File: config.mk
export PLATFORM = sky130hd
export DESIGN_NAME = pingpong_ring
export DESIGN_NICKNAME = d
export VERILOG_FILES = /design/src/rtl/pingpong_ring_pkg.sv /design/src/rtl/pingpong_ring_timer.sv /design/src/rtl/pingpong_ring.sv
export SDC_FILE = /design/constraint.sdc
export NUM_CORES = 1
export LEC_CHECK = 0
export CAP_MARGIN = 10
export CORE_ASPECT_RATIO = 1.4
export CORE_UTILIZATION = 45
export DETAILED_ROUTE_END_ITERATION = 10
export PLACE_DENSITY = 0.67
export SLEW_MARGIN = 0
export SYNTH_ARGS = -nofsm -noshare
export SYNTH_HDL_FRONTEND = slang
export SYNTH_HIERARCHICAL = 1
export SYNTH_SLANG_ARGS = --single-unit
File: constraint.sdc
create_clock -name clk -period 5.9 [get_ports clk]
set_input_delay 1.18 -clock clk [delete_from_list [all_inputs] [get_ports clk]]
set_output_delay 1.18 -clock clk [all_outputs]
set_load 0.005 [all_outputs]
File: src/rtl/pingpong_ring_pkg.sv
// Shared types and width helpers for the ping-pong token ring.
package pingpong_ring_pkg;

   localparam int ROUND_W = 16;

   typedef enum logic [1:0] {
      IDLE = 2'd0,
      LEAD = 2'd1,
      WAIT = 2'd2,
      DONE = 2'd3
   } state_t;

   function automatic int ch_w(input int n);
      return (n > 1) ? $clog2(n) : 1;
   endfunction

   // Bits needed to hold max_val itself, never less than one.
   function automatic int cnt_w(input int max_val);
      return (max_val > 0) ? $clog2(max_val + 1) : 1;
   endfunction

endpackage

File: src/rtl/pingpong_ring_timer.sv
// Loadable down-counter that stops at zero; zero flag is combinational.
module pingpong_ring_timer #(
   parameter int W = 8
) (
   input  logic         clk,
   input  logic         rst_n,
   input  logic         load,
   input  logic [W-1:0] load_val,
   input  logic         en,
   output logic         zero
);

   logic [W-1:0] count;

   always_ff @(posedge clk or negedge rst_n) begin
      if (!rst_n) begin
         count <= '0;
      end else if (load) begin
         count <= load_val;
      end else if (en && !zero) begin
         count <= count - W'(1);
      end
   end

   assign zero = (count == '0);

endmodule

File: src/rtl/pingpong_ring.sv
// Token ring sequencer: after a lead-in, passes a one-hot hit around NUM_CH
// participants every HOP_DELAY cycles for ROUNDS full traversals.
//
//   state | meaning
//   IDLE  | after reset, waiting for start
//   LEAD  | counting START_DELAY lead-in cycles
//   WAIT  | counting down to the next hop; hit fires on terminal count
//   DONE  | all rounds completed, waiting for a relaunch
module pingpong_ring
   import pingpong_ring_pkg::*;
#(
   parameter int NUM_CH      = 2,
   parameter int HOP_DELAY   = 1,
   parameter int START_DELAY = 100,
   parameter int ROUNDS      = 10
) (
   input  logic                        clk,
   input  logic                        rst_n,
   input  logic                        start,
   input  logic                        hold,
   output logic [NUM_CH-1:0]           hit,
   output logic [ch_w(NUM_CH)-1:0]     owner,
   output logic [ROUND_W-1:0]          round_cnt,
   output logic                        busy,
   output logic                        done
);

   localparam int CH_W      = ch_w(NUM_CH);
   localparam int LEAD_W    = cnt_w(START_DELAY);
   localparam int HOP_W     = cnt_w(HOP_DELAY);
   // Timers load N-1 so the terminal-count cycle is the Nth one.
   localparam int LEAD_LOAD = (START_DELAY > 0) ? START_DELAY - 1 : 0;
   localparam int HOP_LOAD  = HOP_DELAY - 1;
   localparam logic [CH_W-1:0]    LAST_CH  = CH_W'(NUM_CH - 1);
   localparam logic [ROUND_W-1:0] LAST_RND = ROUND_W'(ROUNDS);

   state_t               state, state_nxt;
   logic [CH_W-1:0]      owner_nxt;
   logic [ROUND_W-1:0]   round_nxt, round_inc;
   logic                 lead_load, lead_en, lead_zero;
   logic                 hop_load, hop_en, hop_zero;
   logic                 fire;

   pingpong_ring_timer #(.W(LEAD_W)) u_lead (
      .clk      (clk),
      .rst_n    (rst_n),
      .load     (lead_load),
      .load_val (LEAD_W'(LEAD_LOAD)),
      .en       (lead_en),
      .zero     (lead_zero)
   );

   pingpong_ring_timer #(.W(HOP_W)) u_hop (
      .clk      (clk),
      .rst_n    (rst_n),
      .load     (hop_load),
      .load_val (HOP_W'(HOP_LOAD)),
      .en       (hop_en),
      .zero     (hop_zero)
   );

   always_ff @(posedge clk or negedge rst_n) begin
      if (!rst_n) begin
         state     <= IDLE;
         owner     <= '0;
         round_cnt <= '0;
      end else begin
         state     <= state_nxt;
         owner     <= owner_nxt;
         round_cnt <= round_nxt;
      end
   end

   assign round_inc = round_cnt + ROUND_W'(1);

   always_comb begin
      state_nxt = state;
      owner_nxt = owner;
      round_nxt = round_cnt;
      lead_load = 1'b0;
      lead_en   = 1'b0;
      hop_load  = 1'b0;
      hop_en    = 1'b0;
      fire      = 1'b0;
      // hold freezes everything, including a pending launch.
      if (!hold) begin
         case (state)
            IDLE, DONE: begin
               if (start) begin
                  round_nxt = '0;
                  owner_nxt = '0;
                  if (START_DELAY == 0) begin
                     state_nxt = WAIT;
                     hop_load  = 1'b1;
                  end else begin
                     state_nxt = LEAD;
                     lead_load = 1'b1;
                  end
               end
            end
            LEAD: begin
               if (lead_zero) begin
                  state_nxt = WAIT;
                  hop_load  = 1'b1;
               end else begin
                  lead_en = 1'b1;
               end
            end
            WAIT: begin
               if (hop_zero) begin
                  fire     = 1'b1;
                  hop_load = 1'b1;
                  if (owner == LAST_CH) begin
                     owner_nxt = '0;
                     round_nxt = round_inc;
                     if (round_inc == LAST_RND) state_nxt = DONE;
                  end else begin
                     owner_nxt = owner + CH_W'(1);
                  end
               end else begin
                  hop_en = 1'b1;
               end
            end
            default: state_nxt = IDLE;
         endcase
      end
   end

   assign hit  = fire ? (NUM_CH'(1) << owner) : '0;
   assign busy = (state == LEAD) || (state == WAIT);
   assign done = (state == DONE);

endmodule

Word-level counts from Yosys, hierarchy flattened
Index checks and enable logic that the tools add are counted.

Register bits: 27.

$add $sub $neg: 4. Equality and inequality tests: 9. Shift-type cells: 1. Multiplexer cells: 34. Bitwise gates (word level): 1. Reduce and logical (&&, ||, !) cells: 13.

Operator list (number): $mux W16 (3); $pmux W16 S2 (1); $mux W1 (19); $add A16 B1 Y16 const B (1); $eq A16 B4 Y1 const B (1); $mux W7 (2); $mux W2 (6); $ne A2 B2 Y1 const B (4); $logic_not A7 Y1 (1); $sub A7 B1 Y7 const B (1); $pmux W2 S3 (1); $reduce_and A6 Y1 (1); $reduce_bool A2 Y1 (3); $reduce_and A5 Y1 (1); $eq A2 B2 Y1 const B (2); $pmux W1 S2 (2); $reduce_and A4 Y1 (1); $eq A2 B1 Y1 const B (1); $logic_and A1 B1 Y1 (2); $logic_not A2 Y1 (1); $ne A2 B1 Y1 const B (1); $reduce_or A2 Y1 (1); $shl A1 B1 Y2 const A (1); $add A1 B1 Y1 const B (1); other kinds (4) (4).

Depth between registers and ports, before layout
Gate-level depths: netlist of run 1.

Depth in word-level cells: 7. Depth in mapped cells: 10. Depth with buffers taken out: 10.

Modules after synthesis
The synthesis of run 1 kept the hierarchy.

Modules (own cells, without submodules): pingpong_ring (times used 1, cells an instance 171, area each 1445.1 um2, seq. area each 475.5 um2); pingpong_ring_timer at u_lead (times used 1, cells an instance 52, area each 461.7 um2, seq. area each 175.2 um2); pingpong_ring_timer at u_hop (times used 1, cells an instance 4, area each 45.0 um2, seq. area each 25.0 um2).

Least setup slack after synthesis of run 1
Ideal clock, no wire load.

Kind: input port to output port. Start point: input port hold. End point: output port hit[0]. Data arrival time: 1.582 ns. Required time: 4.720 ns. Path slack: 3.138 ns. Cell stages on the path: 2. Buffers on the path: 1. Cell sequence: clkbuf_1 -> nor3_1.

Cells in the longest elaborated chain, start to end: 2.

RTL lines: from (decl) (line pingpong_ring.sv:20) `input logic hold,`; $mux W1 (line pingpong_ring.sv:86) `if (!hold) begin`; $mux W2 (line pingpong_ring.sv:129) `assign hit = fire ? (NUM_CH'(1) << owner) : '0;`; to (decl) (line pingpong_ring.sv:21) `output logic [NUM_CH-1:0] hit,`.

No other way between the ends.

Worst setup path in the final report of run 1
Start point: input port hold. End point: output port hit[1].

Same word-level chain as after synthesis.

==> results of run 1 <==
[metal layers]
metal	GRT usage	up-vias	part of all wire
met3	0.0243	5	0.028
met1	0.281	847	0.45
li1	-	877	-
met2	0.397	36	0.51
met4	0.0762	0	0.013
met5	0	-	0
[worst max-delay path, stage by stage]
cell and delay (ps):
clkdlybuf4s50_1 570, nor3_1 240, clkdlybuf4s50_1 530
[how the worst max path moves through the flow]
stage	endpoint	from	depth (start not counted)	slack [ps]
after detailed placement	hit[1]	hold	3	2180
after CTS	hit[1]	hold	3	2180
final	hit[1]	hold	3	2200
after global placement	hit[1]	hold	3	2210
after floorplan	hit[0]	hold	2	3140
after global routing	hit[1]	hold	3	2090
[synthesized netlist by cell type (all sizes together) (6+ instances only)]
master / number / area, µm²
nor2: 7 / 26.3
o21ai: 12 / 60.1
inv: 16 / 60.1
nor4: 9 / 86.3
nor3: 9 / 45.0
ha: 7 / 87.6
or3: 6 / 37.5
clkbuf: 6 / 22.5
nor2b: 7 / 43.8
nand4: 6 / 52.6
nand3: 16 / 105
a21oi: 7 / 35.0
o31ai: 8 / 65.1
nand2: 28 / 105
dfrtp: 27 / 676
[kinds of logic after synthesis]
kind of cell    after synthesis  synth area share
flops                        27             0.346
fa+ha+maj                     7            0.0449
other cells                   2           0.00385
buf+inv                      27            0.0564
xor+xnor                      4            0.0180
mux                           5            0.0256
simple gates                101             0.307
compound gates               54             0.198
[through the flow]
step,util,cell area (µm²)
6_report,0.543,2280
3_5_place_dp,0.532,2240
4_1_cts,0.543,2280
5_1_grt,0.543,2280
2_1_floorplan,-,1970
3_3_place_gp,0.532,2240
[state kept, by name (all words and copies together) (netlist names)]
| name | cells |
|---|---|
| owner | 1 |
| state | 2 |
| u_lead/count | 7 |
| u_hop/count | 1 |
| round_cnt | 16 |
[final cells by class]
type / count / area, µm²
inverter: 16 / 60.1
clock buffer: 3 / 41.3
fill: 406 / 1920
tap: 45 / 56.3
sequential: 27 / 676
timing repair buffer: 26 / 255
clock inverter: 1 / 5.00
multi-input combinational: 179 / 1190
[power by group through the flow]
stage / combinational, W / sequential (W) / clock [W]
after global routing: 0.000395 / 0.000288 / 0.000121
after global placement: 0.000345 / 0.000282 / 0
final: 0.000349 / 0.000280 / 0.000110
after floorplan: 0.000244 / 0.000270 / 0
after detailed placement: 0.000347 / 0.000282 / 0
after CTS: 0.000349 / 0.000278 / 0.000114
==> results.py, run 1 <==
metrics = {
    "floorplan": {
        "io_pins": 25,
        "die_area_um2": 4610,
        "rows": 28,
        "die_w_um": 57.7,
        "initial_utilization": 0.464,
        "core_region_area_um2": 4200,
        "die_h_um": 79.9,
    },
    "placement": {
        "place_inst": 293,
        "io_buffer_count": 24,
        "dpl.hpwl_um": 3250,
        "dp_slack_ps": 2180,
        "gp_congestion": 0.857,
    },
    "power_and_ir_drop": {
        "power_w": 0.000739,
        "sw_frac_of_total": 0.424,
        "peakVddDrop_mv": 0.116,
        "combinationalPowerShare": 0.472,
        "switchingPower_w": 0.000313,
        "seqPwrFrac": 0.378,
        "internal-power_w": 0.000426,
        "p_clk_frac": 0.149,
        "p_per_area_nw_per_um2": 324,
        "p_leak_nw": 0.915,
    },
    "sta": {
        "fin_crit_sh": 0.628,
        "fmax_mhz": 270,
        "finalSetupViolCount": 0,
        "setup_ws_ps": 2200,
        "worstMarginPinSlew_ps": 698,
        "fin_crit_ps": 3700,
        "slew_viol_final": 0,
        "relSlewSlack": 0.535,
        "holdWs_ps": 578,
        "hold_viol": 0,
        "fin_setup_tns_ps": 0,
        "rsz0062_at_grt": "no",
        "clock_skew_ps": 2.38,
    },
    "final_layout": {
        "drive_above_1_share": 0.0635,
        "area_delta_synth_final_pct": 16.9,
        "nNetsFinal": 264,
        "final_cell_mix": "nand2_1, dfrtp_1, clkdlybuf4s50_1",
        "final_common_cell": "nand2_1",
        "fin_cells": 297,
        "n_antenna_cell": 0,
    },
    "logic_synthesis": {
        "synth_area_um2": 1950,
        "synth_cell_types": 52,
        "synth-edff-count": 0,
        "syn_area_per_cell_um2": 8.60,
        "synth-seq-area-share": 0.346,
        "ys_ff_latch": 27,
        "ys.flop_type": "dfrtp_1",
        "async_reset_ff_frac": 1.00,
        "ys_warn_count": 6,
        "synth_cells": 227,
    },
    "worst_hold_path": {
        "min_from": "u_hop/count",
        "whs_endpoint": "u_hop/count",
        "worst_hold_path.num_cells": 2,
        "min_path_type": "flip-flop to flip-flop",
    },
    "grt": {
        "grt_pass1_vias": 1703,
        "grt_usage": 0.225,
        "grt_max_degree": 28,
        "antenna_found_initial": 0,
        "grt_pass1_wl_um": 8040,
        "grt_overflow": 0,
    },
    "setup_path": {
        "crit_fanout": 9,
        "end_kind": "output pin",
        "crit_type": "primary input to output pin",
        "crit_required_ps": 4720,
        "reg2reg_slack_ps": 3170,
        "r2r-start": "u_lead/count[0]",
        "cp.arrival_ps": 2520,
        "worstRegToRegCells": 9,
        "cp-start-kind": "primary input",
        "rr_endpoint": "u_lead/count[3]",
    },
    "cts": {
        "numCtsBuffers": 3,
        "cts_resized": 0,
        "cts_setup_buffers": 0,
        "cts-root-buf": "clkbuf_8",
        "worstSkewPairLatency_ps": 280,
        "h-tree-depth": 1,
        "clk_pin_slew_worst_paths_ps": 100,
        "cts.sinks": 27,
        "cts_buffer_depth": 2,
        "hold_buffers": 0,
        "cts_tree": "yes",
    },
    "drt": {
        "dr_total_vias": 1765,
        "drt-pass1-iter-count": 7,
        "initialDrtViolationCount": 148,
        "drc_errors": 3,
        "totalWireLength_um": 4640,
        "wire_per_inst_um": 15.6,
        "viasPerCell": 5.94,
        "ant_nets": 0,
    },
    "run": {
        "max_cap_viol_count": 0,
    },
    "run_status": {
        "violations": "DRC",
        "status": "finished, violations left",
    },
}
No activity file was read; power rests on OpenSTA's default activity.
==> run 2: changes to the inputs <==
--- a/config.mk
+++ b/config.mk
@@ -9,7 +9,7 @@
 export CORE_ASPECT_RATIO = 1.4
 export CORE_UTILIZATION = 45
 export DETAILED_ROUTE_END_ITERATION = 10
-export PLACE_DENSITY = 0.67
+export PLACE_DENSITY = 0.7
 export SLEW_MARGIN = 0
 export SYNTH_ARGS = -nofsm -noshare
 export SYNTH_HDL_FRONTEND = slang
==> constraint.sdc (replaced) <==
create_clock -name clk -period 3.3 [get_ports clk]
set_input_delay 0.66 -clock clk [delete_from_list [all_inputs] [get_ports clk]]
set_output_delay 0.66 -clock clk [all_outputs]
set_load 0.005 [all_outputs]
==> results.py, run 2 (synthesis results as in run 1) <==
metrics = {
    "sta": {
        "finalSetupViolCount": 0,
        "fin_crit_sh": 0.821,
        "clock_skew_ps": 2.56,
        "slew_viol_final": 0,
        "relSlewSlack": 0.636,
        "hold_viol": 0,
        "fmax_mhz": 369,
        "fin_setup_tns_ps": 0,
        "holdWs_ps": 592,
        "fin_crit_ps": 2710,
        "rsz0062_at_grt": "no",
        "worstMarginPinSlew_ps": 544,
    },
    "setup_path": {
        "slowest_stage": "or4b_1",
        "crit_fanout": 7,
        "end_kind": "flip-flop",
        "crit_type": "flip-flop to flip-flop",
        "critical-path-max-stage-delay_ps": 520,
        "cpMostUsedCell": "nor2b_1",
        "crit_buf_inv": 1,
        "cp.arrival_ps": 2910,
        "worstRegToRegCells": 9,
        "crit_chain": "inv_1, ha_1, or3b_2, nor2_1, nor2b_1, nor2b_1, or4b_1, a311o_1, a21oi_1",
        "cp_num_cells": 9,
        "path_delay_family": "simple AND/OR/NAND/NOR gates",
        "cp-start-kind": "flip-flop",
        "crit_required_ps": 3500,
    },
    "drt": {
        "initialDrtViolationCount": 81,
        "viasPerCell": 5.99,
        "ant_nets": 0,
        "drt-pass1-iter-count": 7,
        "drc_errors": 1,
        "wire_per_inst_um": 15.5,
        "totalWireLength_um": 4620,
        "dr_total_vias": 1792,
    },
    "worst_hold_path": {
        "min_path_type": "flip-flop to flip-flop",
        "worst_hold_path.num_cells": 2,
    },
    "floorplan": {
        "core_region_area_um2": 4200,
        "io_pins": 25,
        "die_h_um": 79.9,
        "die_w_um": 57.7,
        "die_area_um2": 4610,
        "rows": 28,
        "initial_utilization": 0.464,
    },
    "final_layout": {
        "n_fill_cell": 395,
        "n_antenna_cell": 0,
        "largest_register_ffs": 16,
        "area_delta_synth_final_pct": 17.6,
        "final_common_cell": "nand2_1",
        "final_cell_mix": "nand2_1, dfrtp_1, clkdlybuf4s50_1",
        "regMostFlops": "round_cnt",
        "final_area_um2": 2300,
        "reg_top3": "round_cnt x16, u_lead/count x7, state x2",
        "fin_util": 0.546,
        "nNetsFinal": 266,
        "drive_above_1_share": 0.0669,
    },
    "cts": {
        "cts_resized": 0,
        "h-tree-depth": 1,
        "numCtsBuffers": 3,
        "cts_buffer_depth": 2,
        "cts.sinks": 27,
        "cts_tree": "yes",
        "worstSkewPairLatency_ps": 270,
        "cts-root-buf": "clkbuf_8",
        "clk_pin_slew_worst_paths_ps": 90,
        "hold_buffers": 0,
        "cts_setup_buffers": 0,
    },
    "grt": {
        "grt_pass1_wl_um": 8010,
        "grt_overflow": 0,
        "grt_usage": 0.223,
        "antenna_found_initial": 0,
        "grt_max_degree": 28,
        "grt_pass1_vias": 1713,
    },
    "power_and_ir_drop": {
        "p_per_area_nw_per_um2": 579,
        "p_leak_nw": 0.923,
        "peakVddDrop_mv": 0.310,
    },
    "run": {
        "max_cap_viol_count": 0,
    },
    "placement": {
        "io_buffer_count": 24,
        "dpl.hpwl_um": 3400,
        "gp_congestion": 0.822,
        "placed_area_um2": 2250,
    },
    "run_status": {
        "violations": "DRC",
        "status": "finished, violations left",
    },
}
## run 2: changes by cell type in the layout (fill, tap and decap cells not counted), sizes merged
| cell | previous run | this run |
|---|---|---|
| clkinv | 1 | 0 |
| buf | 2 | 4 |
| clkbuf | 3 | 4 |
## run 2: cell type report
cell class | count | area [µm²] | share of cell area
Multi-Input combinational cell | 179 | 1190 | 0.518
Sequential cell | 27 | 676 | 0.294
Timing Repair Buffer | 28 | 270 | 0.118
Inverter | 16 | 60.1 | 0.0262
Tap cell | 45 | 56.3 | 0.0245
Clock buffer | 4 | 45.0 | 0.0196
## run 2: final timing paths
path	from	end	slack [ps]
min	u_hop/count	u_hop/count	590
min in group asynchronous	rst_n	u_lead/count[0]	750
max	u_lead/count[0]	u_lead/count[3]	590
max reg2reg	u_lead/count[0]	u_lead/count[3]	590
min reg2reg	u_hop/count	u_hop/count	590
max in group asynchronous	rst_n	u_lead/count[5]	2280
## run 2: routing by layer
| layer | track usage | vias to the layer above | share of wire | wire length (µm) |
|---|---|---|---|---|
| met5 | 0 | - | 0 | 0 |
| met1 | 0.266 | 868 | 0.43 | 2000 |
| met2 | 0.412 | 30 | 0.53 | 2460 |
| met4 | 0.0690 | 0 | 0.011 | 50 |
| met3 | 0.0243 | 5 | 0.025 | 115 |
| li1 | - | 889 | - | - |
## run 2: through the flow
step / cells / setup WS, ps / total power, W
2_1_floorplan: 233 / 910 / 0.000919
3_3_place_gp: 295 / 558 / 0.00114
3_5_place_dp: 295 / 497 / 0.00115
4_1_cts: 299 / 597 / 0.00134
5_1_grt: 299 / 326 / 0.00144
6_report: 299 / 590 / 0.00133
## run 2: worst register-to-register path, delay by kind of cell (launching register included)
| family | cells | cell delay, ps |
|---|---|---|
| fa+ha+maj | 1 | 270 |
| compound gates | 2 | 480 |
| simple gates | 5 | 1430 |
| flops | 1 | 400 |
| buf+inv | 1 | 80 |
## run 2: power breakdown
part	switching [W]	leakage, nW	internal, W
Combinational	0.000362	0.546	0.000279
Clock	0.000102	0.0228	0.0000867
Sequential	0.0000928	0.354	0.000408
Total	0.000556	0.923	0.000773
==> run 3: changes to the inputs <==
--- a/config.mk
+++ b/config.mk
@@ -9,7 +9,7 @@
 export CORE_ASPECT_RATIO = 1.4
 export CORE_UTILIZATION = 45
 export DETAILED_ROUTE_END_ITERATION = 10
-export PLACE_DENSITY = 0.7
+export PLACE_DENSITY = 0.67
 export SLEW_MARGIN = 0
 export SYNTH_ARGS = -nofsm -noshare
 export SYNTH_HDL_FRONTEND = slang
==> constraint.sdc (replaced) <==
create_clock -name clk -period 2.5 [get_ports clk]
set_input_delay 0.5 -clock clk [delete_from_list [all_inputs] [get_ports clk]]
set_output_delay 0.5 -clock clk [all_outputs]
set_load 0.005 [all_outputs]
==> results.py, run 3 (synthesis results as in run 1) <==
metrics = {
    "run_status": {
        "status": "finished, violations left",
        "violations": "DRC",
    },
    "setup_path": {
        "cp.arrival_ps": 2520,
        "worstRegToRegCells": 9,
        "crit_required_ps": 2700,
        "end_kind": "flip-flop",
        "cp-start-kind": "flip-flop",
        "crit_fanout": 3,
        "crit_type": "flip-flop to flip-flop",
    },
    "power_and_ir_drop": {
        "switchingPower_w": 0.000773,
        "power_w": 0.00190,
        "p_leak_nw": 1.00,
        "seqPwrFrac": 0.334,
        "combinationalPowerShare": 0.530,
        "p_clk_frac": 0.136,
        "sw_frac_of_total": 0.408,
        "p_per_area_nw_per_um2": 783,
        "peakVddDrop_mv": 0.317,
        "internal-power_w": 0.00112,
    },
    "drt": {
        "viasPerCell": 5.83,
        "wire_per_inst_um": 15.1,
        "totalWireLength_um": 4740,
        "initialDrtViolationCount": 117,
        "drc_errors": 3,
        "dr_total_vias": 1831,
        "drt-pass1-iter-count": 7,
        "ant_nets": 0,
    },
    "sta": {
        "fmax_mhz": 431,
        "fin_setup_tns_ps": 0,
        "hold_viol": 0,
        "fin_crit_sh": 0.928,
        "clock_skew_ps": 6.56,
        "slew_viol_final": 0,
        "finalSetupViolCount": 0,
        "worstMarginPinSlew_ps": 616,
        "setup_ws_ps": 181,
        "rsz0062_at_grt": "no",
        "relSlewSlack": 0.586,
        "fin_crit_ps": 2320,
    },
    "placement": {
        "placed_area_um2": 2340,
        "dp_slack_ps": 88.8,
        "place_inst": 307,
        "io_buffer_count": 24,
        "gp_congestion": 0.878,
        "dpl.hpwl_um": 3450,
    },
    "grt": {
        "grt_overflow": 0,
        "grt_max_degree": 28,
        "grt_usage": 0.230,
        "grt_pass1_wl_um": 8340,
        "grt_pass1_vias": 1813,
        "antenna_found_initial": 0,
    },
    "final_layout": {
        "n_fill_cell": 396,
        "largest_register_ffs": 16,
        "n_antenna_cell": 0,
        "final_area_um2": 2420,
        "register_area_um2": 676,
        "drive_above_1_share": 0.134,
        "regMostFlops": "round_cnt",
        "area_delta_synth_final_pct": 24.0,
        "fin_cells": 314,
        "reg_top3": "round_cnt x16, u_lead/count x7, state x2",
        "multi_input_area_um2": 1200,
        "final_common_cell": "nand2_1",
        "nNetsFinal": 281,
        "final_cell_mix": "nand2_1, dfrtp_1, clkdlybuf4s50_1",
    },
    "cts": {
        "clk_pin_slew_worst_paths_ps": 100,
        "cts_tree": "yes",
        "cts-root-buf": "clkbuf_8",
        "h-tree-depth": 1,
        "worstSkewPairLatency_ps": 280,
        "numCtsBuffers": 3,
        "cts_buffer_depth": 2,
        "cts.sinks": 27,
    },
    "floorplan": {
        "core_region_area_um2": 4200,
        "io_pins": 25,
        "die_w_um": 57.7,
        "rows": 28,
        "initial_utilization": 0.464,
        "die_area_um2": 4610,
        "die_h_um": 79.9,
    },
    "worst_hold_path": {
        "worst_hold_path.num_cells": 2,
        "min_path_type": "flip-flop to flip-flop",
    },
    "run": {
        "max_cap_viol_count": 0,
    },
}
==> run 3: cell types whose count changed in the layout (fill, tap and decap cells not counted) <==
| cell | before | now |
|---|---|---|
| buf_4 | 4 | 19 |
| clkbuf_1 | 1 | 0 |
| clkinv_2 | 0 | 1 |
| nor2b_1 | 7 | 5 |
| nor2b_2 | 0 | 2 |
| nor4_1 | 7 | 6 |
| nor4_2 | 0 | 1 |
==> run 3: power groups by stage <==
stage	Sequential (W)	Clock, W	Combinational (W)
5_1_grt	0.000646	0.000278	0.00113
3_3_place_gp	0.000640	0	0.000949
2_1_floorplan	0.000636	0	0.000577
4_1_cts	0.000634	0.000264	0.000961
6_report	0.000633	0.000258	0.00101
3_5_place_dp	0.000643	0	0.000957
==> run 3: area by class of cell <==
type | count | area share
Clock inverter | 1 | 0.00207
Timing Repair Buffer | 43 | 0.158
Clock buffer | 3 | 0.0171
Multi-Input combinational cell | 179 | 0.496
Tap cell | 45 | 0.0233
Sequential cell | 27 | 0.279
Inverter | 16 | 0.0248
==> run 3: repair_timing <==
| item | 4_1_cts | 5_1_grt |
|---|---|---|
| resized for setup | 0 | 3 |
| setup endpoints to repair | 0 | 3 |
| hold buffers | 0 | 0 |
| buffers inserted | 0 | 3 |
==> run 3: critical path, cell delays in order, from the launching register on <==
cell	delay (ps)
dfrtp_1	400
inv_1	70
ha_1	200
or3b_2	220
nor2_1	60
nor2b_2	160
nor2b_2	190
or4b_1	480
a311o_1	330
a21oi_1	140
==> run 3: per-stage QoR <==
step	util	hold slack, ps
after floorplan	-	204
after global placement	0.557	572
after detailed placement	0.557	576
after CTS	0.568	592
after global routing	0.576	619
final	0.576	588
==> run 3: worst paths after layout <==
check / from / to / slack [ps]
min: u_hop/count / u_hop/count / 590
min in group asynchronous: rst_n / u_hop/count / 600
max reg2reg: u_lead/count[0] / u_lead/count[3] / 180
max: u_lead/count[0] / u_lead/count[3] / 180
max in group asynchronous: rst_n / round_cnt[6] / 1620
min reg2reg: u_hop/count / u_hop/count / 590
==> run 3: layer usage <==
layer	up-vias	part of all wire	global-route usage
li1	913	-	-
met1	863	0.44	0.296
met2	47	0.50	0.390
met3	8	0.036	0.0259
met4	0	0.020	0.0929
met5	-	0	0
